File: src/rtl/spi_reg_responder.sv
// SPI mode-0 slave over a 32x8 register file with a local fabric port; loc_rdata 1 clk, SPI edges act 3 clks after the pin.
// No backpressure: every completed SPI write byte emits a one-cycle spi_wr_valid pulse that cannot be stalled.
module spi_reg_responder #(
    parameter int STATUS_REG  = 25,
    parameter int SYNC_STAGES = 2
) (
    input  logic       i_clk,
    input  logic       i_reset_n,
    input  logic       i_sclk,
    input  logic       i_ss_n,
    input  logic       i_mosi,
    output logic       o_miso,
    output logic       o_miso_oe,
    input  logic       i_loc_we,
    input  logic [4:0] i_loc_addr,
    input  logic [7:0] i_loc_wdata,
    output logic [7:0] o_loc_rdata,
    output logic       o_spi_wr_valid,
    output logic [4:0] o_spi_wr_addr,
    output logic [7:0] o_spi_wr_data
);

    localparam logic [4:0] LP_STATUS = 5'(STATUS_REG);

    typedef enum logic [1:0] {S_IDLE, S_CMD, S_DATA} state_t;

    state_t                 r_state;
    state_t                 w_state_nxt;
    logic [SYNC_STAGES-1:0] r_sclk_sync;
    logic [SYNC_STAGES-1:0] r_ss_sync;
    logic [SYNC_STAGES-1:0] r_mosi_sync;
    logic                   r_sclk_d;
    logic                   r_ss_d;
    logic [2:0]             r_bit_cnt;
    logic [6:0]             r_rx_shift;
    logic [7:0]             r_tx_shift;
    logic [4:0]             r_addr;
    logic                   r_dir;
    logic                   r_miso_oe;
    logic                   r_spi_wr_valid;
    logic [4:0]             r_spi_wr_addr;
    logic [7:0]             r_spi_wr_data;
    logic [7:0]             r_loc_rdata;
    logic [7:0]             r_regs [32];

    logic       w_sclk;
    logic       w_ss;
    logic       w_mosi;
    logic       w_sclk_rise;
    logic       w_sclk_fall;
    logic       w_ss_rise;
    logic       w_ss_fall;
    logic       w_byte_done;
    logic [7:0] w_rx_byte;

    assign w_sclk      = r_sclk_sync[SYNC_STAGES-1];
    assign w_ss        = r_ss_sync[SYNC_STAGES-1];
    assign w_mosi      = r_mosi_sync[SYNC_STAGES-1];
    assign w_sclk_rise = w_sclk & ~r_sclk_d;
    assign w_sclk_fall = ~w_sclk & r_sclk_d;
    assign w_ss_rise   = w_ss & ~r_ss_d;
    assign w_ss_fall   = ~w_ss & r_ss_d;
    assign w_rx_byte   = {r_rx_shift, w_mosi};
    assign w_byte_done = w_sclk_rise && (r_bit_cnt == 3'd7) && (r_state != S_IDLE);

    // ss_n synchronizer resets high so reset release never looks like a select.
    always_ff @(posedge i_clk or negedge i_reset_n) begin
        if (!i_reset_n) begin
            r_sclk_sync <= '0;
            r_ss_sync   <= '1;
            r_mosi_sync <= '0;
            r_sclk_d    <= 1'b0;
            r_ss_d      <= 1'b1;
        end else begin
            r_sclk_sync <= (r_sclk_sync << 1) | SYNC_STAGES'(i_sclk);
            r_ss_sync   <= (r_ss_sync << 1) | SYNC_STAGES'(i_ss_n);
            r_mosi_sync <= (r_mosi_sync << 1) | SYNC_STAGES'(i_mosi);
            r_sclk_d    <= w_sclk;
            r_ss_d      <= w_ss;
        end
    end

    always_ff @(posedge i_clk or negedge i_reset_n) begin
        if (!i_reset_n) begin
            r_state <= S_IDLE;
        end else begin
            r_state <= w_state_nxt;
        end
    end

    always_comb begin
        w_state_nxt = r_state;
        if (w_ss_rise) begin
            w_state_nxt = S_IDLE;
        end else if (w_ss_fall && (r_state == S_IDLE)) begin
            w_state_nxt = S_CMD;
        end else if ((r_state == S_CMD) && w_byte_done) begin
            w_state_nxt = S_DATA;
        end
    end

    always_ff @(posedge i_clk or negedge i_reset_n) begin
        if (!i_reset_n) begin
            r_bit_cnt      <= 3'd0;
            r_rx_shift     <= 7'd0;
            r_tx_shift     <= 8'd0;
            r_addr         <= 5'd0;
            r_dir          <= 1'b0;
            r_miso_oe      <= 1'b0;
            r_spi_wr_valid <= 1'b0;
            r_spi_wr_addr  <= 5'd0;
            r_spi_wr_data  <= 8'd0;
            r_loc_rdata    <= 8'd0;
            for (int i = 0; i < 32; i++) begin
                r_regs[i] <= 8'd0;
            end
        end else begin
            r_spi_wr_valid <= 1'b0;
            if (w_ss_rise) begin
                r_miso_oe <= 1'b0;
                r_bit_cnt <= 3'd0;
            end else if (w_ss_fall && (r_state == S_IDLE)) begin
                r_tx_shift <= r_regs[LP_STATUS];
                r_bit_cnt  <= 3'd0;
                r_miso_oe  <= 1'b1;
            end else if (r_state != S_IDLE) begin
                if (w_sclk_rise) begin
                    r_rx_shift <= w_rx_byte[6:0];
                    r_bit_cnt  <= r_bit_cnt + 3'd1;
                    if (w_byte_done && (r_state == S_CMD)) begin
                        r_addr <= w_rx_byte[7:3];
                        r_dir  <= w_rx_byte[1];
                    end else if (w_byte_done && r_dir) begin
                        r_regs[r_addr] <= w_rx_byte;
                        r_spi_wr_valid <= 1'b1;
                        r_spi_wr_addr  <= r_addr;
                        r_spi_wr_data  <= w_rx_byte;
                        r_addr         <= r_addr + 5'd1;
                    end
                end else if (w_sclk_fall) begin
                    // Byte boundary in DATA: present reg[addr]; reads consume the address here.
                    if ((r_bit_cnt == 3'd0) && (r_state == S_DATA)) begin
                        r_tx_shift <= r_regs[r_addr];
                        if (!r_dir) begin
                            r_addr <= r_addr + 5'd1;
                        end
                    end else begin
                        r_tx_shift <= {r_tx_shift[6:0], 1'b0};
                    end
                end
            end
            // Placed after the SPI write so a same-cycle local write to the same address wins.
            if (i_loc_we) begin
                r_regs[i_loc_addr] <= i_loc_wdata;
            end
            r_loc_rdata <= r_regs[i_loc_addr];
        end
    end

    assign o_miso         = r_tx_shift[7];
    assign o_miso_oe      = r_miso_oe;
    assign o_loc_rdata    = r_loc_rdata;
    assign o_spi_wr_valid = r_spi_wr_valid;
    assign o_spi_wr_addr  = r_spi_wr_addr;
    assign o_spi_wr_data  = r_spi_wr_data;

endmodule

File: config.mk
export PLATFORM = sky130hd
export DESIGN_NAME = spi_reg_responder
export DESIGN_NICKNAME = d
export VERILOG_FILES = /design/src/rtl/spi_reg_responder.sv
export SDC_FILE = /design/constraint.sdc
export NUM_CORES = 1
export LEC_CHECK = 0
export CAP_MARGIN = 20
export CORE_ASPECT_RATIO = 1.4
export CORE_MARGIN = 8
export CORE_UTILIZATION = 40
export DETAILED_ROUTE_END_ITERATION = 12
export GPL_ROUTABILITY_DRIVEN = 0
export PLACE_DENSITY = 0.53
export SLEW_MARGIN = 40
export SYNTH_ARGS = -nofsm -noshare
export SYNTH_HDL_FRONTEND = slang
export SYNTH_SLANG_ARGS = --single-unit
File: constraint.sdc
create_clock -name i_clk -period 6.7 [get_ports i_clk]
set_clock_uncertainty 0.05 [all_clocks]
set_input_delay 1.34 -clock i_clk [delete_from_list [all_inputs] [get_ports i_clk]]
set_output_delay 1.34 -clock i_clk [all_outputs]
set_load 0.02 [all_outputs]
==> results of run 1 <==
==> Yosys cell counts (3+ instances only) <==
cell type | number | area (µm²)
o21ai_2 | 10 | 87.6
nand2b_1 | 3 | 18.8
or3b_2 | 3 | 26.3
or4b_2 | 4 | 40.0
buf_2 | 41 | 205
nor2b_1 | 5 | 31.3
nor2_8 | 8 | 160
nand2_1 | 165 | 619
o32ai_1 | 4 | 35.0
buf_1 | 20 | 75.1
o2111ai_4 | 4 | 105
nor2_2 | 18 | 113
nand3b_1 | 4 | 30.0
clkbuf_2 | 7 | 35.0
o22ai_1 | 29 | 181
nand4_1 | 10 | 62.6
nor4_1 | 8 | 50.1
dfrtp_1 | 310 | 7760
nor2_1 | 172 | 646
o21ai_0 | 45 | 225
and3_1 | 3 | 18.8
o21ai_1 | 84 | 420
a21oi_1 | 160 | 801
nor2_4 | 3 | 33.8
mux2_2 | 22 | 248
nand3_1 | 8 | 40.0
or3_1 | 8 | 50.1
clkbuf_1 | 84 | 315
mux4_2 | 83 | 1870
and3b_1 | 3 | 26.3
buf_4 | 7 | 52.6
nand4bb_1 | 5 | 56.3
dfstp_2 | 3 | 78.8
nor4bb_1 | 4 | 40.0
nor3_1 | 15 | 75.1
a22oi_1 | 32 | 240
inv_1 | 7 | 26.3
ha_1 | 9 | 113
a31oi_1 | 3 | 18.8
a211oi_1 | 6 | 45.0
mux2i_1 | 350 | 3500
==> cell type report <==
class / count / area share [%]
multi-input cells: 1319 / 49.3
diodes: 1 / 0.0119
clock buffers: 55 / 5.19
well taps: 624 / 3.70
flip-flops and latches: 313 / 37.2
inverters: 8 / 0.142
repair buffers: 88 / 3.90
clock inverters: 8 / 0.593
==> critical path, cell delays in order, from the launching register on <==
cell and delay [ps]:
dfrtp_4 780, buf_12 290, buf_4 500, mux2i_1 370, o22ai_1 250, nor4_2 610, a21oi_1 130, or3_1 360
==> power groups by stage <==
stage / combinational, mW / sequential, mW / clock (mW)
final: 1.40 / 2.62 / 2.07
after global routing: 1.50 / 2.66 / 2.16
after CTS: 1.39 / 2.61 / 2.10
after detailed placement: 1.39 / 2.64 / 0
after global placement: 1.37 / 2.62 / 0
after floorplan: 0.920 / 2.49 / 0
==> worst paths after layout <==
kind | slack, ps | endpoint | startpoint | depth (start not counted)
worst max-delay path | 3150 | r_tx_shift[5]$_DFFE_PN0P_ | r_addr[1]$_DFFE_PN0P_ | 7
worst min-delay path | 300 | r_mosi_sync[1]$_DFF_PN0_ | r_mosi_sync[0]$_DFF_PN0_ | 0
worst max register to register | 3150 | r_tx_shift[5]$_DFFE_PN0P_ | r_addr[1]$_DFFE_PN0P_ | 7
worst min register to register | 300 | r_mosi_sync[1]$_DFF_PN0_ | r_mosi_sync[0]$_DFF_PN0_ | 0
max in group asynchronous | 4500 | r_addr[1]$_DFFE_PN0P_ | i_reset_n | 3
min in group asynchronous | 700 | r_regs[181]$_DFF_PN0_ | i_reset_n | 1
==> cell usage in the layout (no fill, tap or decap), drive strengths merged, types with 6 or more instances in the layout <==
master | Yosys | final
inv | 8 | 10
mux4 | 83 | 83
o21ai | 139 | 139
nor3 | 15 | 15
nand4 | 10 | 10
clkbuf | 91 | 55
nor4 | 10 | 10
nor2 | 201 | 201
nand2 | 165 | 165
or3 | 8 | 8
buf | 69 | 49
ha | 9 | 9
nand3 | 8 | 8
mux2 | 22 | 22
a22oi | 32 | 32
a21oi | 160 | 160
mux2i | 350 | 350
dfrtp | 310 | 310
o22ai | 29 | 29
clkdlybuf4s50 | 0 | 39
a211oi | 6 | 6
==> metal layers <==
| metal | vias to the layer above | global-route usage, % | share of wire, % |
|---|---|---|---|
| met4 | 2 | 13.5 | 6.1 |
| met3 | 162 | 3.61 | 5.7 |
| met1 | 7447 | 32.4 | 40 |
| met2 | 568 | 40.8 | 48 |
| met5 | - | 0 | 0.018 |
| li1 | 6514 | - | - |
==> kinds of logic (layout without fill, tap and decap cells) <==
| logic type | after synthesis | count (layout) | synth area share, % |
|---|---|---|---|
| AO/OA/AOI/OAI | 389 | 389 | 12.0 |
| XOR/XNOR | 1 | 1 | 0.0464 |
| adder cells (fa/ha/maj) | 9 | 9 | 0.597 |
| buffers and inverters | 168 | 159 | 3.84 |
| flip-flops | 313 | 313 | 41.5 |
| multiplexers | 455 | 455 | 29.8 |
| other | 0 | 1 | 0 |
| AND/OR/NAND/NOR | 465 | 465 | 12.2 |
==> state kept, by name (all words and copies together) (netlist names), 3 cells and up <==
register,cells
r_regs,256
o_loc_rdata,8
o_spi_wr_data,8
r_tx_shift,8
r_rx_shift,7
o_spi_wr_addr,5
r_addr,5
r_bit_cnt,3
==> metrics by stage <==
| step | cells | total power, mW | setup WS (ps) | area, µm² |
|---|---|---|---|---|
| after floorplan | 1800 | 3.41 | 3650 | 18900 |
| after global placement | 2350 | 3.99 | 2750 | 19800 |
| after detailed placement | 2352 | 4.03 | 2650 | 19900 |
| after CTS | 2415 | 6.10 | 3100 | 21100 |
| after global routing | 2416 | 6.32 | 3030 | 21100 |
| final | 2416 | 6.09 | 3150 | 21100 |
==> run summary, run 1 <==
Share of layout cells above drive strength 1: 16.2%
Drt first pass iters: 6
Part of the cycle the worst path needs: 53.1%
FMAX: 281 MHz
Yosys cell types: 68
Hold Path Class: reg2reg
Slew Limit Fails: 0
Area used by multi-input combinational logic: 10,400 µm²
Syn. warnings: 0
RSZ-0062 raised after global routing: no
DRC viols: 0
Max Cap Viol: 0
Post-layout util: 45.0%
Crit path capture type: flop
Max IR drop VDD: 165 µV
FILL cells: 4,462
Clk slew on worst S/H paths: 60 ps
Pin count of the biggest net entering global routing: 101
Die X: 200 µm
Post-synthesis sequential area ratio: 41.5%
Combinational share of power: 23.1%
CTS tree: yes
H-Tree Depth: 2
Postcts setup bufs: 0
Final Hold Vio Count: 0
Die height: 273 µm
Clock root buffer: clkbuf_16
Total GRT Usage: 25.3%
Final nets: 1,794
First-pass GRT wire length: 103,000 µm
P_int: 4.08 mW
PortBufs: 42
Die ar.: 54,500 µm²
Ys async rst share: 100%
Hold Buf Count CTS: 0
Synth Net Count: 1,828
TritonCTS Sinks: 313
Switching portion of total power: 33.0%
Post-CTS sizing: 0
DR iter-0 viols: 1,423
Setup_tns: 0 ps
Avg Inst Size Synth: 10.5 µm²
Antenna violations before repair: 2
Initial Util: 40.3%
Setup CP Type: reg2reg
Clock share of power: 33.9%
Vias in the first global route: 14,473
Via density: 6.08
Status: finished, final reports clean
Top_reg_cell synth: dfrtp_1
Routed len/inst: 28.4 µm
CTS max path bufs: 3
FP Rows: 94
Tightest hold margin: 301 ps
DPL Wire Length: 46,200 µm
Gate Count Post-Synth: 1,800
Final setup violation count: 0
Core Footprint: 46,800 µm²
Post-synthesis instance area: 18,900 µm²
Post-synth EDFFs: 0
Fin crit period: 3560 ps
WP data arrival: 3920 ps
Storage cell area: 7840 µm²
Synth Register Bits: 313
Overall routed net length: 68,500 µm
Slew HR: 42.9%
Total gr overflow: 0
Worst-margin pin slew: 850 ps
Max Fanout on Critical Path: 31
Ports: 43
PD cells: 289 nW/µm²
Sequential share of power: 43.0%
Synth-to-Final Area Change: 11.8%
Worst path required time: 7070 ps
CTS buffer count: 36
Net Switching: 2.01 mW
Startpoint types: flop
Post-DRT Antenna Nets: 0
P_leak: 7.27 nW
Later-pin clock latency in the skew report: 540 ps
Vias post-DR: 14,693
Power figures use the tool's default switching activity.
==> run 2, diff against run 1 <==
- PLACE_DENSITY: 0.53 -> 0.56
- clock period: 6.7 -> 3.1 ns (I/O delays scaled with it)
==> run 2 against run 1 <==
Net effect:
- non-clock buffer count grew 90
- fmax increased by 30%
- global-route usage hardly changed
- cell count up 3.6%
- clock power is 110% higher
- design area is 2.9% higher
- core utilization up 1.3 points
- sequential power grew 120%
- first-iteration DRC count increased by 17%
- register-to-register slack got worse by 2800 ps
- critical path type unchanged
- critical endpoint is now r_tx_shift[3]$_DFFE_PN0P_
- largest cell class unchanged
- highest routed layer is now met4
==> run summary, run 2 (same netlist as run 1, synthesis figures left out) <==
Status: finished, final reports clean
FMAX: 365 MHz
Sequential share of power: 44.1%
Core Footprint: 46,800 µm²
# diodes: 0
DRC viols: 0
Largest stage delay, worst path: 640 ps
Net Switching: 4.39 mW
H-Tree Depth: 2
DPL Wire Length: 48,100 µm
Final setup violation count: 0
Die height: 273 µm
P_leak: 7.70 nW
First-pass GRT wire length: 103,000 µm
FP Rows: 94
WP data arrival: 3090 ps
Worst-margin pin slew: 881 ps
Via density: 6.07
Setup CP Type: reg2reg
Later-pin clock latency in the skew report: 540 ps
TritonCTS Sinks: 313
Startpoint types: flop
Total gr overflow: 0
Drt first pass iters: 5
Dpl ws: 300 ps
Postcts setup bufs: 0
P_int: 8.72 mW
FILL cells: 4,402
Clock root buffer: clkbuf_16
Storage cell area: 7840 µm²
Max Cap Viol: 0
Vias post-DR: 15,188
Hold Path Class: in2async
Clk slew on worst S/H paths: 60 ps
Final Worst Setup Slack: 363 ps
Part of the cycle the worst path needs: 88.3%
Setup_tns: 0 ps
Largest register by flop count: r_regs
DR iter-0 viols: 1,660
CTS max path bufs: 3
Initial Util: 40.3%
PD cells: 604 nW/µm²
Routed len/inst: 27.5 µm
Final nets: 1,882
Post-DRT Antenna Nets: 0
RSZ-0062 raised after global routing: no
Combinational share of power: 23.1%
Die X: 200 µm
Final Hold Vio Count: 0
Overall routed net length: 68,700 µm
Worst path slowest cell: dfrtp_4
Commonest non-fill, non-tap cell in the layout: mux2i_1
CTS buffer count: 34
Crit path capture type: flop
Clock share of power: 32.8%
Total GRT Usage: 25.3%
PortBufs: 42
Synth-to-Final Area Change: 15.0%
Switching portion of total power: 33.5%
Critical-path cell list: buf_12 -> mux2i_1 -> o22ai_1 -> a211oi_1 -> buf_4 -> a21oi_1 -> or3_1
CTS tree: yes
Max Fanout on Critical Path: 27
Max IR drop VDD: 401 µV
Share of layout cells above drive strength 1: 19.6%
Slew HR: 41.2%
Vias in the first global route: 14,985
Post-CTS sizing: 0
Die ar.: 54,500 µm²
Commonest non-fill, non-tap cells in the layout: 350 x mux2i_1, 306 x dfrtp_1, 172 x nor2_1
Antenna violations before repair: 0
Ports: 43
Area used by multi-input combinational logic: 10,300 µm²
Pin count of the biggest net entering global routing: 72
Fin crit period: 2740 ps
Flip-flop count of the largest register after layout: 256
Slew Limit Fails: 0
Hold Buf Count CTS: 0
Worst path required time: 3450 ps
run 2: cell type report:
class	count	share of cell area, %
Multi-Input combinational cell	1319	47.6
Sequential cell	313	36.2
Timing Repair Buffer	178	7.16
Clock buffer	48	4.54
Tap cell	624	3.60
Clock inverter	12	0.756
Inverter	8	0.138
run 2: stage by stage:
step | utilization [%] | hold WS (ps) | power [mW] | cell area [µm²] | std cells
after floorplan | - | 274 | 7.37 | 18900 | 1800
final | 46.3 | 28.7 | 13.1 | 21700 | 2502
after CTS | 46.3 | 62.1 | 13.1 | 21700 | 2502
after global placement | 43.9 | 287 | 8.72 | 20500 | 2442
after detailed placement | 43.9 | 286 | 8.80 | 20500 | 2442
after global routing | 46.3 | 67.6 | 13.6 | 21700 | 2502
run 2: per-layer routing:
layer / share of wire (%) / GRT usage [%] / vias up / wire length, µm
li1: - / - / 6666 / -
met1: 40 / 32.3 / 7679 / 27400
met2: 48 / 41.2 / 673 / 32900
met3: 6.2 / 3.10 / 170 / 4290
met4: 6.1 / 14.0 / 0 / 4180
met5: 0 / 0 / - / 0
run 2: worst paths after layout:
path	cells after the start	to	start	slack (ps)
worst max-delay path	7	r_tx_shift[3]$_DFFE_PN0P_	r_addr[1]$_DFFE_PN0P_	360
worst min-delay path	1	r_regs[72]$_DFF_PN0_	i_reset_n	30
worst max register to register	7	r_tx_shift[3]$_DFFE_PN0P_	r_addr[1]$_DFFE_PN0P_	360
worst min register to register	0	r_mosi_sync[1]$_DFF_PN0_	r_mosi_sync[0]$_DFF_PN0_	300
max in group asynchronous	2	r_mosi_sync[1]$_DFF_PN0_	i_reset_n	2120
min in group i_clk	0	r_mosi_sync[1]$_DFF_PN0_	r_mosi_sync[0]$_DFF_PN0_	300
run 2: power groups by stage:
stage	Sequential, mW	Clock, mW	Combinational [mW]
after floorplan	5.38	0	1.99
after global placement	5.77	0	2.94
after detailed placement	5.80	0	3.00
after CTS	5.74	4.37	3.00
after global routing	5.85	4.52	3.22
final	5.78	4.30	3.03
run 2: critical path, delay by kind of cell (launching register included):
kind | cells | cell delay (ps)
and+or+nand+nor | 1 | 350
DFF | 1 | 640
muxes | 1 | 490
buffers and inverters | 2 | 480
AOI/OAI and AO/OA | 3 | 580
